[src/rtl/synth_pkg.sv]
// Shared encodings for the voice allocator and its voice slots.
package synth_pkg;

    localparam int DEF_NOTE_BITS = 7;
    localparam int DEF_VEL_BITS  = 32;

    typedef enum logic [1:0] {
        FREE      = 2'b00,
        HELD      = 2'b01,
        RELEASING = 2'b10
    } voice_state_t;

    typedef enum logic [1:0] {
        S_IDLE   = 2'b00,
        S_SCAN   = 2'b01,
        S_COMMIT = 2'b10
    } fsm_state_t;

endpackage

[src/rtl/voice_slot.sv]
// One envelope voice: state, note, velocity and the retrigger gap strobe.
// A commit on an already-held voice drops the gate for one cycle so the
// envelope sees a fresh rising edge and re-enters attack.
module voice_slot
    import synth_pkg::*;
#(
    parameter int NOTE_BITS = DEF_NOTE_BITS,
    parameter int VEL_BITS  = DEF_VEL_BITS
) (
    input  logic                 clk,
    input  logic                 rst,
    input  logic                 i_commit,
    input  logic                 i_release,
    input  logic                 i_avail,
    input  logic [NOTE_BITS-1:0] i_note,
    input  logic [VEL_BITS-1:0]  i_velocity,
    output logic                 o_en,
    output logic                 o_busy,
    output logic                 o_releasing,
    output logic [NOTE_BITS-1:0] o_note,
    output logic [VEL_BITS-1:0]  o_velocity
);

    voice_state_t         r_state;
    logic                 r_retrig;
    logic [NOTE_BITS-1:0] r_note;
    logic [VEL_BITS-1:0]  r_velocity;

    // Voice state update; a commit outranks an avail pulse in the same cycle.
    always_ff @(posedge clk or negedge rst) begin
        if (!rst) begin
            r_state    <= FREE;
            r_retrig   <= 1'b0;
            r_note     <= '0;
            r_velocity <= '0;
        end else begin
            r_retrig <= 1'b0;
            if (i_commit) begin
                r_state    <= HELD;
                r_note     <= i_note;
                r_velocity <= i_velocity;
                r_retrig   <= (r_state == HELD);
            end else if (i_release && (r_state == HELD)) begin
                r_state <= RELEASING;
            end else if (i_avail && (r_state == RELEASING)) begin
                r_state <= FREE;
            end
        end
    end

    assign o_en        = (r_state == HELD) && !r_retrig;
    assign o_busy      = (r_state != FREE);
    assign o_releasing = (r_state == RELEASING);
    assign o_note      = r_note;
    assign o_velocity  = r_velocity;

endmodule

[src/rtl/voice_allocator.sv]
// Polyphonic note-to-voice allocator. Each accepted event is scanned against
// every voice, one per cycle, then committed in a single cycle.
//
// state    | meaning
// S_IDLE   | ready for an event; latches it on accept
// S_SCAN   | examines voice r_idx, records same-note / free / releasing hits
// S_COMMIT | retrigger, allocate, steal or drop; release on note-off
module voice_allocator
    import synth_pkg::*;
#(
    parameter int NUM_VOICES = 8,
    parameter int NOTE_BITS  = DEF_NOTE_BITS,
    parameter int VEL_BITS   = DEF_VEL_BITS,
    parameter int DROP_BITS  = 8
) (
    input  logic                            clk,
    input  logic                            rst,
    input  logic                            evt_valid,
    output logic                            evt_ready,
    input  logic                            evt_on,
    input  logic [NOTE_BITS-1:0]            evt_note,
    input  logic [VEL_BITS-1:0]             evt_velocity,
    input  logic [NUM_VOICES-1:0]           voice_avail,
    output logic [NUM_VOICES-1:0]           voice_en,
    output logic [NUM_VOICES*NOTE_BITS-1:0] voice_note,
    output logic [NUM_VOICES*VEL_BITS-1:0]  voice_velocity,
    output logic [NUM_VOICES-1:0]           voice_busy,
    output logic [DROP_BITS-1:0]            drop_count
);

    localparam int              IDX_W    = $clog2(NUM_VOICES);
    localparam logic [IDX_W-1:0] IDX_LAST = IDX_W'(NUM_VOICES - 1);

    fsm_state_t             r_state;
    fsm_state_t             w_state_nxt;
    logic                   r_alive;
    logic [IDX_W-1:0]       r_idx;
    logic                   r_evt_on;
    logic [NOTE_BITS-1:0]   r_evt_note;
    logic [VEL_BITS-1:0]    r_evt_vel;
    logic                   r_same_found;
    logic [IDX_W-1:0]       r_same_idx;
    logic                   r_free_found;
    logic [IDX_W-1:0]       r_free_idx;
    logic                   r_rel_found;
    logic [IDX_W-1:0]       r_rel_idx;
    logic [DROP_BITS-1:0]   r_drop;

    logic                   w_accept;
    logic [NUM_VOICES-1:0]  w_commit;
    logic [NUM_VOICES-1:0]  w_release;
    logic                   w_drop_inc;
    logic [NUM_VOICES-1:0]  w_releasing;
    logic [NOTE_BITS-1:0]   w_note [NUM_VOICES];
    logic [VEL_BITS-1:0]    w_vel  [NUM_VOICES];

    assign w_accept   = evt_valid && evt_ready;
    assign drop_count = r_drop;

    // State register; r_alive keeps evt_ready low until the first clock out of reset.
    always_ff @(posedge clk or negedge rst) begin
        if (!rst) begin
            r_state <= S_IDLE;
            r_alive <= 1'b0;
        end else begin
            r_state <= w_state_nxt;
            r_alive <= 1'b1;
        end
    end

    // Next state, handshake and commit strobes.
    always_comb begin
        w_state_nxt = r_state;
        evt_ready   = 1'b0;
        w_commit    = '0;
        w_release   = '0;
        w_drop_inc  = 1'b0;
        unique case (r_state)
            S_IDLE: begin
                evt_ready = r_alive;
                if (evt_valid && r_alive) w_state_nxt = S_SCAN;
            end
            S_SCAN: begin
                if (r_idx == IDX_LAST) w_state_nxt = S_COMMIT;
            end
            S_COMMIT: begin
                w_state_nxt = S_IDLE;
                if (r_evt_on) begin
                    if (r_same_found)      w_commit[r_same_idx] = 1'b1;
                    else if (r_free_found) w_commit[r_free_idx] = 1'b1;
                    else if (r_rel_found)  w_commit[r_rel_idx]  = 1'b1;
                    else                   w_drop_inc           = 1'b1;
                end else if (r_same_found) begin
                    w_release[r_same_idx] = 1'b1;
                end
            end
            default: w_state_nxt = S_IDLE;
        endcase
    end

    // Event latch and scan: first hit in each class wins, so indices are lowest-first.
    always_ff @(posedge clk or negedge rst) begin
        if (!rst) begin
            r_idx        <= '0;
            r_evt_on     <= 1'b0;
            r_evt_note   <= '0;
            r_evt_vel    <= '0;
            r_same_found <= 1'b0;
            r_same_idx   <= '0;
            r_free_found <= 1'b0;
            r_free_idx   <= '0;
            r_rel_found  <= 1'b0;
            r_rel_idx    <= '0;
        end else if (r_state == S_IDLE) begin
            if (w_accept) begin
                r_idx        <= '0;
                r_evt_on     <= evt_on;
                r_evt_note   <= evt_note;
                r_evt_vel    <= evt_velocity;
                r_same_found <= 1'b0;
                r_free_found <= 1'b0;
                r_rel_found  <= 1'b0;
            end
        end else if (r_state == S_SCAN) begin
            r_idx <= r_idx + 1'b1;
            if (!r_same_found && voice_busy[r_idx] && (w_note[r_idx] == r_evt_note)) begin
                r_same_found <= 1'b1;
                r_same_idx   <= r_idx;
            end
            if (!r_free_found && !voice_busy[r_idx]) begin
                r_free_found <= 1'b1;
                r_free_idx   <= r_idx;
            end
            if (!r_rel_found && w_releasing[r_idx]) begin
                r_rel_found <= 1'b1;
                r_rel_idx   <= r_idx;
            end
        end
    end

    // Saturating count of note-ons that found no voice.
    always_ff @(posedge clk or negedge rst) begin
        if (!rst) begin
            r_drop <= '0;
        end else if (w_drop_inc && (r_drop != {DROP_BITS{1'b1}})) begin
            r_drop <= r_drop + 1'b1;
        end
    end

    for (genvar g = 0; g < NUM_VOICES; g++) begin : g_voice
        voice_slot #(
            .NOTE_BITS (NOTE_BITS),
            .VEL_BITS  (VEL_BITS)
        ) u_slot (
            .clk         (clk),
            .rst         (rst),
            .i_commit    (w_commit[g]),
            .i_release   (w_release[g]),
            .i_avail     (voice_avail[g]),
            .i_note      (r_evt_note),
            .i_velocity  (r_evt_vel),
            .o_en        (voice_en[g]),
            .o_busy      (voice_busy[g]),
            .o_releasing (w_releasing[g]),
            .o_note      (w_note[g]),
            .o_velocity  (w_vel[g])
        );
        assign voice_note[g*NOTE_BITS +: NOTE_BITS]  = w_note[g];
        assign voice_velocity[g*VEL_BITS +: VEL_BITS] = w_vel[g];
    end

endmodule

[config.mk]
export PLATFORM = sky130hd
export DESIGN_NAME = voice_allocator
export DESIGN_NICKNAME = d
export VERILOG_FILES = /design/src/rtl/synth_pkg.sv /design/src/rtl/voice_slot.sv /design/src/rtl/voice_allocator.sv
export SDC_FILE = /design/constraint.sdc
export NUM_CORES = 1
export LEC_CHECK = 0
export ABC_AREA = 1
export BUFFER_PORTS_ARGS = -buffer_cell sky130_fd_sc_hd__buf_2
export CAP_MARGIN = 20
export CORE_MARGIN = 2
export CORE_UTILIZATION = 40
export CTS_CLUSTER_DIAMETER = 40
export DETAILED_ROUTE_END_ITERATION = 10
export PLACE_DENSITY = 0.72
export SYNTH_ARGS = -nofsm -noshare
export SYNTH_HDL_FRONTEND = slang
export SYNTH_HIERARCHICAL = 1
export SYNTH_SLANG_ARGS = --single-unit
[constraint.sdc]
create_clock -name clk -period 4.4 [get_ports clk]
set_input_delay 0.88 -clock clk [delete_from_list [all_inputs] [get_ports clk]]
set_output_delay 0.88 -clock clk [all_outputs]
set_load 0.02 [all_outputs]
==> results_dict.tcl, run 1 <==
set metrics [dict create \
    ioPinCount 388 \
    dieArea_sq_um 45900 \
    netlist_top_cells_area "dfrtp_1 57%, nand2_1 25%, nand2_2 3.1%, clkbuf_8 2.5%, buf_6 2.4%" \
    port_buffers 387 \
    ys_async_sr_fraction_pct 100 \
    syn_inst 2077 \
    ctsHoldBuffers 0 \
    final-setup-viol-count 0 \
    dpl.hpwl_microns 37300 \
    grt_use_met2_pct 38.9 \
    dpl.cell_count 2980 \
    post_cts_buffers 0 \
    totalWireLength_microns 57000 \
    end_kind "register" \
    crit_path_start_kind "register" \
    cp.arrival_ns 3.20 \
    use_met1_pct 32.3 \
    drt_iter0_markers 1289 \
    placementRows 77 \
    clock-root-buffer "clkbuf_16" \
    overflow 0 \
    yosysTopAreaCell "dfrtp_1" \
    rsz0062_at_grt "no" \
    hold_viol 0 \
    insertion_delay_ns 0.60 \
    synth_area_sq_um 17700 \
    fillers 4156 \
    drc_errors 0 \
    cts.repair.resized 0 \
    p_leak_nw 12.8 \
    ff2ff_setup_slack_ns 1.68 \
    min_period_ns 2.72 \
    ys_seq_area_share_pct 56.9 \
    cts_tree "built" \
    r2r-end "g_voice[3].u_slot/o_note[3]" \
    grt_max_degree 111 \
    tns_ns 0 \
    multi_input_area_sq_um 6030 \
    r2r_start "r_same_found" \
    syn_area_per_cell_sq_um 8.51 \
    via_count 15300 \
    path_max_fanout 41 \
    synthFlopType "dfrtp_1" \
    wl_per_cell_microns 18.5 \
    maxCapViolCount 0 \
    drive_above_1_share_pct 24.9 \
    clock_sinks 402 \
    via_per_inst 4.97 \
    placeableCoreArea_sq_um 43900 \
    grt_usage_pct 24.6 \
    gp_congestion 0.941 \
    synth_edf_count 0 \
    busiest_layer "met2" \
    fin_nets 2503 \
    cts.reportedPaths.clkPinSlew_ns 0.05 \
    hp-class "in -> async" \
    tightest_slew_ns 1.08 \
    postRouteAntennaNets 0 \
    firstDrtPassIters 6 \
    peakVddDrop_v 0.000417 \
    status "completed" \
    syn-num-nets 2131 \
    synth_top_area_share_pct 56.9 \
    clockBufferDepth 3 \
    fmax_mhz 367 \
    crit_end "g_voice[3].u_slot/o_note[3]" \
    synth.distinct_cells 33 \
    power.density_nw_per_um2 568 \
    final_cell_count_no_fill 3088 \
    initial_utilization_pct 40.3 \
    grt_pass1_vias 15200 \
    htreeDepth 2 \
    fin_skew_ns 0.0291 \
    antenna_found_initial 4 \
    finalCritPeriodShare_pct 61.9 \
    r2r_cells 12 \
    register_area_sq_um 10100 \
    path_class "reg -> reg" \
    yosys_warnings 6 \
    worst_ep_required_time_ns 4.88 \
    grt_pass1_wl_microns 87800 \
    met3_usage_pct 6.67 \
    max-slew-margin-rel_pct 28.0 \
    chipWidth_microns 214 \
    crit_path_start "r_same_found" \
    ys_seq_elements 402 \
    cts_buffers 58 \
    drv_slew 0 \
    die_h_microns 214 \
    areaGrowthSynthToFinish_pct 21.0 \
]
-- power breakdown --
part	total (mW)	switching, mW	internal (mW)
Sequential	5.11	0.906	4.20
Clock	4.52	1.75	2.77
Combinational	2.52	1.71	0.806
Total	12.1	4.37	7.77
-- layout make-up --
cell class | count | share of cell area, %
Timing Repair Buffer | 405 | 10.1
Multi-Input combinational cell | 1467 | 28.2
Sequential cell | 402 | 47.0
Antenna cell | 4 | 0.0468
Clock buffer | 74 | 7.49
Tap cell | 592 | 3.46
Inverter | 115 | 2.32
Clock inverter | 29 | 1.38
-- logic make-up (layout without fill, tap and decap cells) --
family | Yosys count | after routing | synth area share [%]
simple gates | 1413 | 1413 | 32.2
flops | 402 | 402 | 56.9
buf+inv | 208 | 623 | 9.01
compound gates | 43 | 43 | 1.37
xor+xnor | 7 | 7 | 0.347
fa+ha+maj | 3 | 3 | 0.212
other cells | 1 | 5 | 0.0212
-- how the worst min path moves through the flow --
stage          slack [ns]                              from  cells past startpoint                          endpoint
5_1_grt              0.45                               rst                      1  g_voice[4].u_slot/o_velocity[28]
6_report             0.40                               rst                      1  g_voice[2].u_slot/o_velocity[28]
3_3_place_gp         0.45  g_voice[2].u_slot/o_velocity[29]                      2  g_voice[2].u_slot/o_velocity[29]
3_5_place_dp         0.45  g_voice[6].u_slot/o_velocity[28]                      2  g_voice[6].u_slot/o_velocity[28]
2_1_floorplan        0.46                     r_same_idx[0]                      2                     r_same_idx[0]
4_1_cts              0.40                               rst                      1                     r_evt_note[6]
-- cells in the mapped netlist (2+ instances only) --
cell      number
nand2_2       88
o21ai_0       20
buf_6         38
clkbuf_8      32
o221ai_1       5
nand3_1       57
nand2_1     1181
xor2_1         6
buf_12         8
nor2_1        70
dfrtp_1      402
clkbuf_1       7
inv_1        104
ha_1           3
o21ai_1        4
buf_2          7
inv_8          8
nor2_4         8
nand4_1        2
a21oi_1       11
inv_2          2
nor2_2         2
nand3b_1       2
-- placed cells by master (no fill, tap or decap), types with 2 or more instances in the layout --
cell	instances
diode_2	4
nand2_2	89
o21ai_1	4
nand3b_1	2
buf_4	13
nand4_1	2
o221ai_1	5
clkbuf_1	8
buf_12	4
clkinv_4	4
o21ai_0	20
inv_6	10
clkbuf_8	7
ha_1	3
nand3_1	57
buf_2	386
inv_1	95
clkinvlp_4	3
nor2_2	2
nand2_1	1180
clkinv_2	7
nor2_4	8
inv_2	11
clkbuf_16	59
xor2_1	6
bufinv_16	3
a21oi_1	11
nor2_1	70
inv_8	11
dfrtp_1	402
-- state kept, by name, indices dropped and copies added (netlist names) --
register	flops
r_evt_on	1
r_free_idx	3
r_rel_found	1
r_rel_idx	3
g_voice.u_slot/r_retrig	8
r_state	2
g_voice.u_slot/o_note	56
r_alive	1
r_evt_note	7
r_evt_vel	32
g_voice.u_slot/r_state	16
drop_count	8
r_idx	3
g_voice.u_slot/o_velocity	256
r_same_found	1
r_free_found	1
r_same_idx	3
-- per-layer routing --
| metal | share of wire, % | wire, microns |
|---|---|---|
| met4 | 3.4 | 1950 |
| met5 | 0.023 | 13 |
| met3 | 9.7 | 5520 |
| met1 | 41 | 23600 |
| met2 | 45 | 25900 |
-- through the flow --
step / total power, mW / util, % / setup WS, ns / hold slack [ns] / area [sq um]
final: 12.1 / 48.7 / 1.68 / 0.397 / 21400
after global routing: 12.8 / 48.7 / 1.46 / 0.447 / 21400
after CTS: 12.2 / 48.6 / 1.72 / 0.401 / 21400
after detailed placement: 7.61 / 44.3 / 1.77 / 0.453 / 19500
after global placement: 7.54 / 44.2 / 1.75 / 0.449 / 19400
after floorplan: 6.53 / - / 2.68 / 0.464 / 17700
-- worst max-delay path, cell delays in order, from the launching register on --
cell,delay [ns]
dfrtp_1,0.41
inv_1,0.14
nand2_1,0.11
inv_1,0.08
nand3_1,0.13
inv_1,0.11
nand2_1,0.05
nand3_1,0.06
nand2_1,0.06
inv_2,0.78
inv_8,0.33
nand2_1,0.22
nand2_1,0.07
(Power assumes the default switching activity.)
==> run 2, diff against run 1 <==
Settings changed: PLACE_DENSITY 0.72 to 0.74.
Clock period 4.4 ns to 2.5 ns, I/O delays scaled along.
==> results_dict.tcl, run 2 (synthesis results as in run 1) <==
set metrics [dict create \
    cp.arrival_ns 1.68 \
    final_common_cell "nand2_1" \
    grt_max_degree 63 \
    hold_ws_ns 0.0988 \
    dieArea_sq_um 45900 \
    final-setup-viol-count 0 \
    met3_usage_pct 6.85 \
    ctsHoldBuffers 1 \
    largest_register_ff_count 256 \
    grt_use_met2_pct 40.1 \
    postRouteAntennaNets 0 \
    grt_pass1_vias 15200 \
    drt_iter0_markers 1330 \
    cts.reportedPaths.clkPinSlew_ns 0.05 \
    power.density_nw_per_um2 1020 \
    overflow 0 \
    cts_tree "built" \
    cts.repair.resized 0 \
    via_per_inst 4.93 \
    drv_slew 0 \
    dpl.hpwl_microns 38300 \
    max-slew-margin-rel_pct 55.4 \
    path_max_fanout 2 \
    placementRows 77 \
    totalWireLength_microns 57200 \
    cp_top_family "flip-flops" \
    die_h_microns 214 \
    finalCritPeriodShare_pct 87.4 \
    worst_ep_required_time_ns 2.00 \
    cp_slowest_cell "dfrtp_1" \
    p_leak_nw 13.0 \
    post_cts_buffers 0 \
    ioPinCount 388 \
    fin_ws_ns 0.315 \
    worst-path-buf-inv 2 \
    status "completed" \
    fillers 4139 \
    drive_above_1_share_pct 25.9 \
    slowest_delay_ns 0.38 \
    min_period_ns 2.18 \
    drc_errors 0 \
    end_kind "primary output" \
    clock_sinks 402 \
    grt_pass1_wl_microns 88700 \
    use_met1_pct 32.2 \
    path_cells "inv_1 -> nand2_1 -> nor2_1 -> buf_2" \
    maxCapViolCount 0 \
    fin_nets 2523 \
    port_buffers 387 \
    busiest_layer "met2" \
    insertion_delay_ns 0.60 \
    final_cell_mix "1180 x nand2_1, 402 x dfrtp_1, 386 x buf_2" \
    tightest_slew_ns 0.669 \
    crit_path_start_kind "register" \
    fin_skew_ns 0.0161 \
    tns_ns 0 \
    hold_viol 0 \
    post-place-ws_ns 0.415 \
    initial_utilization_pct 40.3 \
    fmax_mhz 458 \
    wl_per_cell_microns 18.4 \
    rsz0062_at_grt "no" \
    grt_usage_pct 24.8 \
    htreeDepth 2 \
    hp-class "in -> reg" \
    clockBufferDepth 3 \
    chipWidth_microns 214 \
    peakVddDrop_v 0.000730 \
    antenna_found_initial 2 \
    cts_buffers 58 \
    placeableCoreArea_sq_um 43900 \
    via_count 15300 \
    gp_congestion 0.895 \
    clock-root-buffer "clkbuf_16" \
    path_class "reg -> out" \
    firstDrtPassIters 6 \
    areaGrowthSynthToFinish_pct 22.9 \
]
[run 2: cell type report]
class	count	area, sq um	area share, %
inverters	115	497	2.29
clock inverters	42	522	2.40
diodes	1	2.50	0.0115
well taps	592	741	3.41
clock buffers	67	1560	7.16
multi-input cells	1467	6030	27.8
repair buffers	425	2320	10.7
flip-flops and latches	402	10100	46.3
[run 2: power breakdown]
group          total, mW  switching [mW]  leakage [nW]  internal [mW]
Clock               8.62            3.24          1.03           5.38
Sequential          9.00            1.61          5.49           7.39
Combinational       4.54            3.10          6.53           1.44
Total               22.2            7.96          13.0           14.2
[run 2: per-stage QoR]
stage	power [mW]	area, sq um	utilization [%]	std cells
floorplan	11.5	17700	-	2077
global placement	13.4	19600	44.7	3000
detailed placement	13.6	19600	44.7	3000
CTS	22.2	21700	49.5	3110
global route	23.2	21700	49.5	3110
finish	22.2	21700	49.5	3111
[run 2: worst min-delay path: stages]
cell	delay, ns
buf_2	0.07
nand2_1	0.05
nand2_1	0.05
[run 2: path summary, 6_finish.rpt]
kind / from / to / slack [ns] / cells past startpoint
setup / recovery: r_state[1] / evt_ready / 0.32 / 4
hold / removal: evt_velocity[22] / r_evt_vel[22] / 0.1 / 3
setup reg to reg: r_same_found / g_voice[6].u_slot/o_velocity[28] / 0.38 / 10
hold reg to reg: g_voice[0].u_slot/o_velocity[31] / g_voice[0].u_slot/o_velocity[31] / 0.47 / 2
max in group asynchronous: rst / r_evt_vel[11] / 1.26 / 3
min in group asynchronous: rst / g_voice[4].u_slot/o_note[4] / 0.49 / 2
[run 2: layer usage]
metal,wire (microns),vias up
met3,5120,134
met4,1910,2
met5,13,-
met1,23500,7422
met2,26700,724
li1,-,7061
==> run 3, diff against run 2 <==
Settings changed: PLACE_DENSITY 0.74 to 0.72.
Clock period 2.5 ns to 2.11 ns, I/O delays scaled along.
==> results_dict.tcl, run 3 (synthesis results as in run 1) <==
set metrics [dict create \
    status "completed" \
    maxCapViolCount 0 \
    fin_skew_ns 0.0243 \
    final_util_pct 50.7 \
    dieArea_sq_um 45900 \
    antenna_found_initial 2 \
    grt_usage_pct 25.1 \
    port_buffers 387 \
    grt_max_degree 62 \
    dpl.cell_count 3010 \
    clockBufferDepth 3 \
    gp_congestion 0.922 \
    hp-class "in -> reg" \
    drv_slew 0 \
    final-setup-viol-count 0 \
    firstDrtPassIters 5 \
    cp.arrival_ns 1.59 \
    final_cell_count_no_fill 3147 \
    placementRows 77 \
    cts_buffers 61 \
    p_leak_nw 13.3 \
    cts_tree "built" \
    via_per_inst 4.92 \
    fmax_mhz 498 \
    fillers 4114 \
    cts.reportedPaths.clkPinSlew_ns 0.05 \
    path_max_fanout 2 \
    final_cell_mix "1180 x nand2_1, 401 x dfrtp_1, 386 x buf_2" \
    fin_nets 2555 \
    power.density_nw_per_um2 1210 \
    areaGrowthSynthToFinish_pct 25.9 \
    final_common_cell "nand2_1" \
    wl_per_cell_microns 18.5 \
    initial_utilization_pct 40.3 \
    min_period_ns 2.01 \
    clock_sinks 402 \
    htreeDepth 2 \
    rsz0062_at_grt "no" \
    hold_viol 0 \
    finalCritPeriodShare_pct 95.2 \
    worst_ep_required_time_ns 1.69 \
    drc_errors 0 \
    grt_pass1_wl_microns 89600 \
    drive_above_1_share_pct 26.2 \
    chipWidth_microns 214 \
    drt_iter0_markers 1402 \
    max-slew-margin-rel_pct 55.7 \
    clock-root-buffer "clkbuf_16" \
    path_class "reg -> out" \
    insertion_delay_ns 0.61 \
    peakVddDrop_v 0.000840 \
    largest_register_ff_count 256 \
    grt_pass1_vias 15300 \
    dpl.hpwl_microns 38300 \
    end_kind "primary output" \
    crit_path_start_kind "register" \
    via_count 15500 \
    postRouteAntennaNets 0 \
    post_cts_buffers 0 \
    tns_ns 0 \
    die_h_microns 214 \
    tightest_slew_ns 0.665 \
    overflow 0 \
    placeableCoreArea_sq_um 43900 \
    totalWireLength_microns 58200 \
    ioPinCount 388 \
]
run 3: cell types whose count changed in the layout (fill, tap and decap cells not counted), sizes merged:
| cell | delta |
|---|---|
| buf | +10 |
| clkbuf | +5 |
| clkinv | -6 |
| clkinvlp | +3 |
| diode | +1 |
| dlygate4sd3 | +19 |
| inv | +1 |
| bufinv | +3 |
run 3: report_power, final:
group / switching (mW) / internal (mW) / total (mW) / leakage [nW]
clock: 3.96 / 7.05 / 11.0 / 1.10
combinational: 3.66 / 1.77 / 5.44 / 6.68
sequential: 1.83 / 8.76 / 10.6 / 5.49
run 3: layout make-up:
class / count / area (sq um) / share of cell area [%]
sequential: 402 / 10100 / 45.2
multi-input combinational: 1467 / 6040 / 27.1
timing repair buffer: 454 / 2660 / 12.0
clock buffer: 72 / 1660 / 7.45
tap: 592 / 741 / 3.33
clock inverter: 43 / 596 / 2.68
inverter: 115 / 499 / 2.24
antenna: 2 / 5.00 / 0.0225
run 3: path summary, 6_finish.rpt:
kind,to,slack [ns],depth (start not counted),startpoint
max in group asynchronous,g_voice[7].u_slot/o_velocity[4],0.87,3,rst
min in group asynchronous,g_voice[1].u_slot/o_note[3],0.34,2,rst
worst min-delay path,r_evt_vel[13],0.03,3,evt_velocity[13]
worst min register to register,g_voice[5].u_slot/o_velocity[28],0.47,2,g_voice[5].u_slot/o_velocity[28]
worst max-delay path,evt_ready,0.10,4,r_state[1]
worst max register to register,g_voice[7].u_slot/o_velocity[14],0.22,10,r_same_found
run 3: what timing repair did:
action,4_1_cts,5_1_grt
resized for setup,1,3
hold buffers,20,0
setup endpoints to repair,1,2
endpoints found under the hold margin,64,0
run 3: stage by stage:
stage / hold WS, ns / setup WS (ns) / power (mW) / cell area, sq um
finish: 0.0302 / 0.101 / 27.0 / 22300
global route: 0.0180 / 0.0299 / 28.3 / 22300
CTS: 0.000619 / 0.0816 / 27.1 / 22200
detailed placement: 0.418 / 0.260 / 16.0 / 19800
global placement: 0.410 / 0.291 / 15.8 / 19800
floorplan: 0.126 / 0.390 / 13.6 / 17700
run 3: metal layers:
layer / GRT usage, % / vias up / routed length, microns
met2: 41.0 / 720 / 27400
met4: 8.73 / 0 / 1550
met3: 5.72 / 111 / 4990
met5: 0 / - / 0
li1: - / 7132 / -
met1: 33.1 / 7519 / 24300
run 3: critical path, cell delays in order (launching register included):
cell and delay (ns):
dfrtp_1 0.38, inv_1 0.08, nand2_1 0.06, nor2_2 0.23, buf_2 0.23
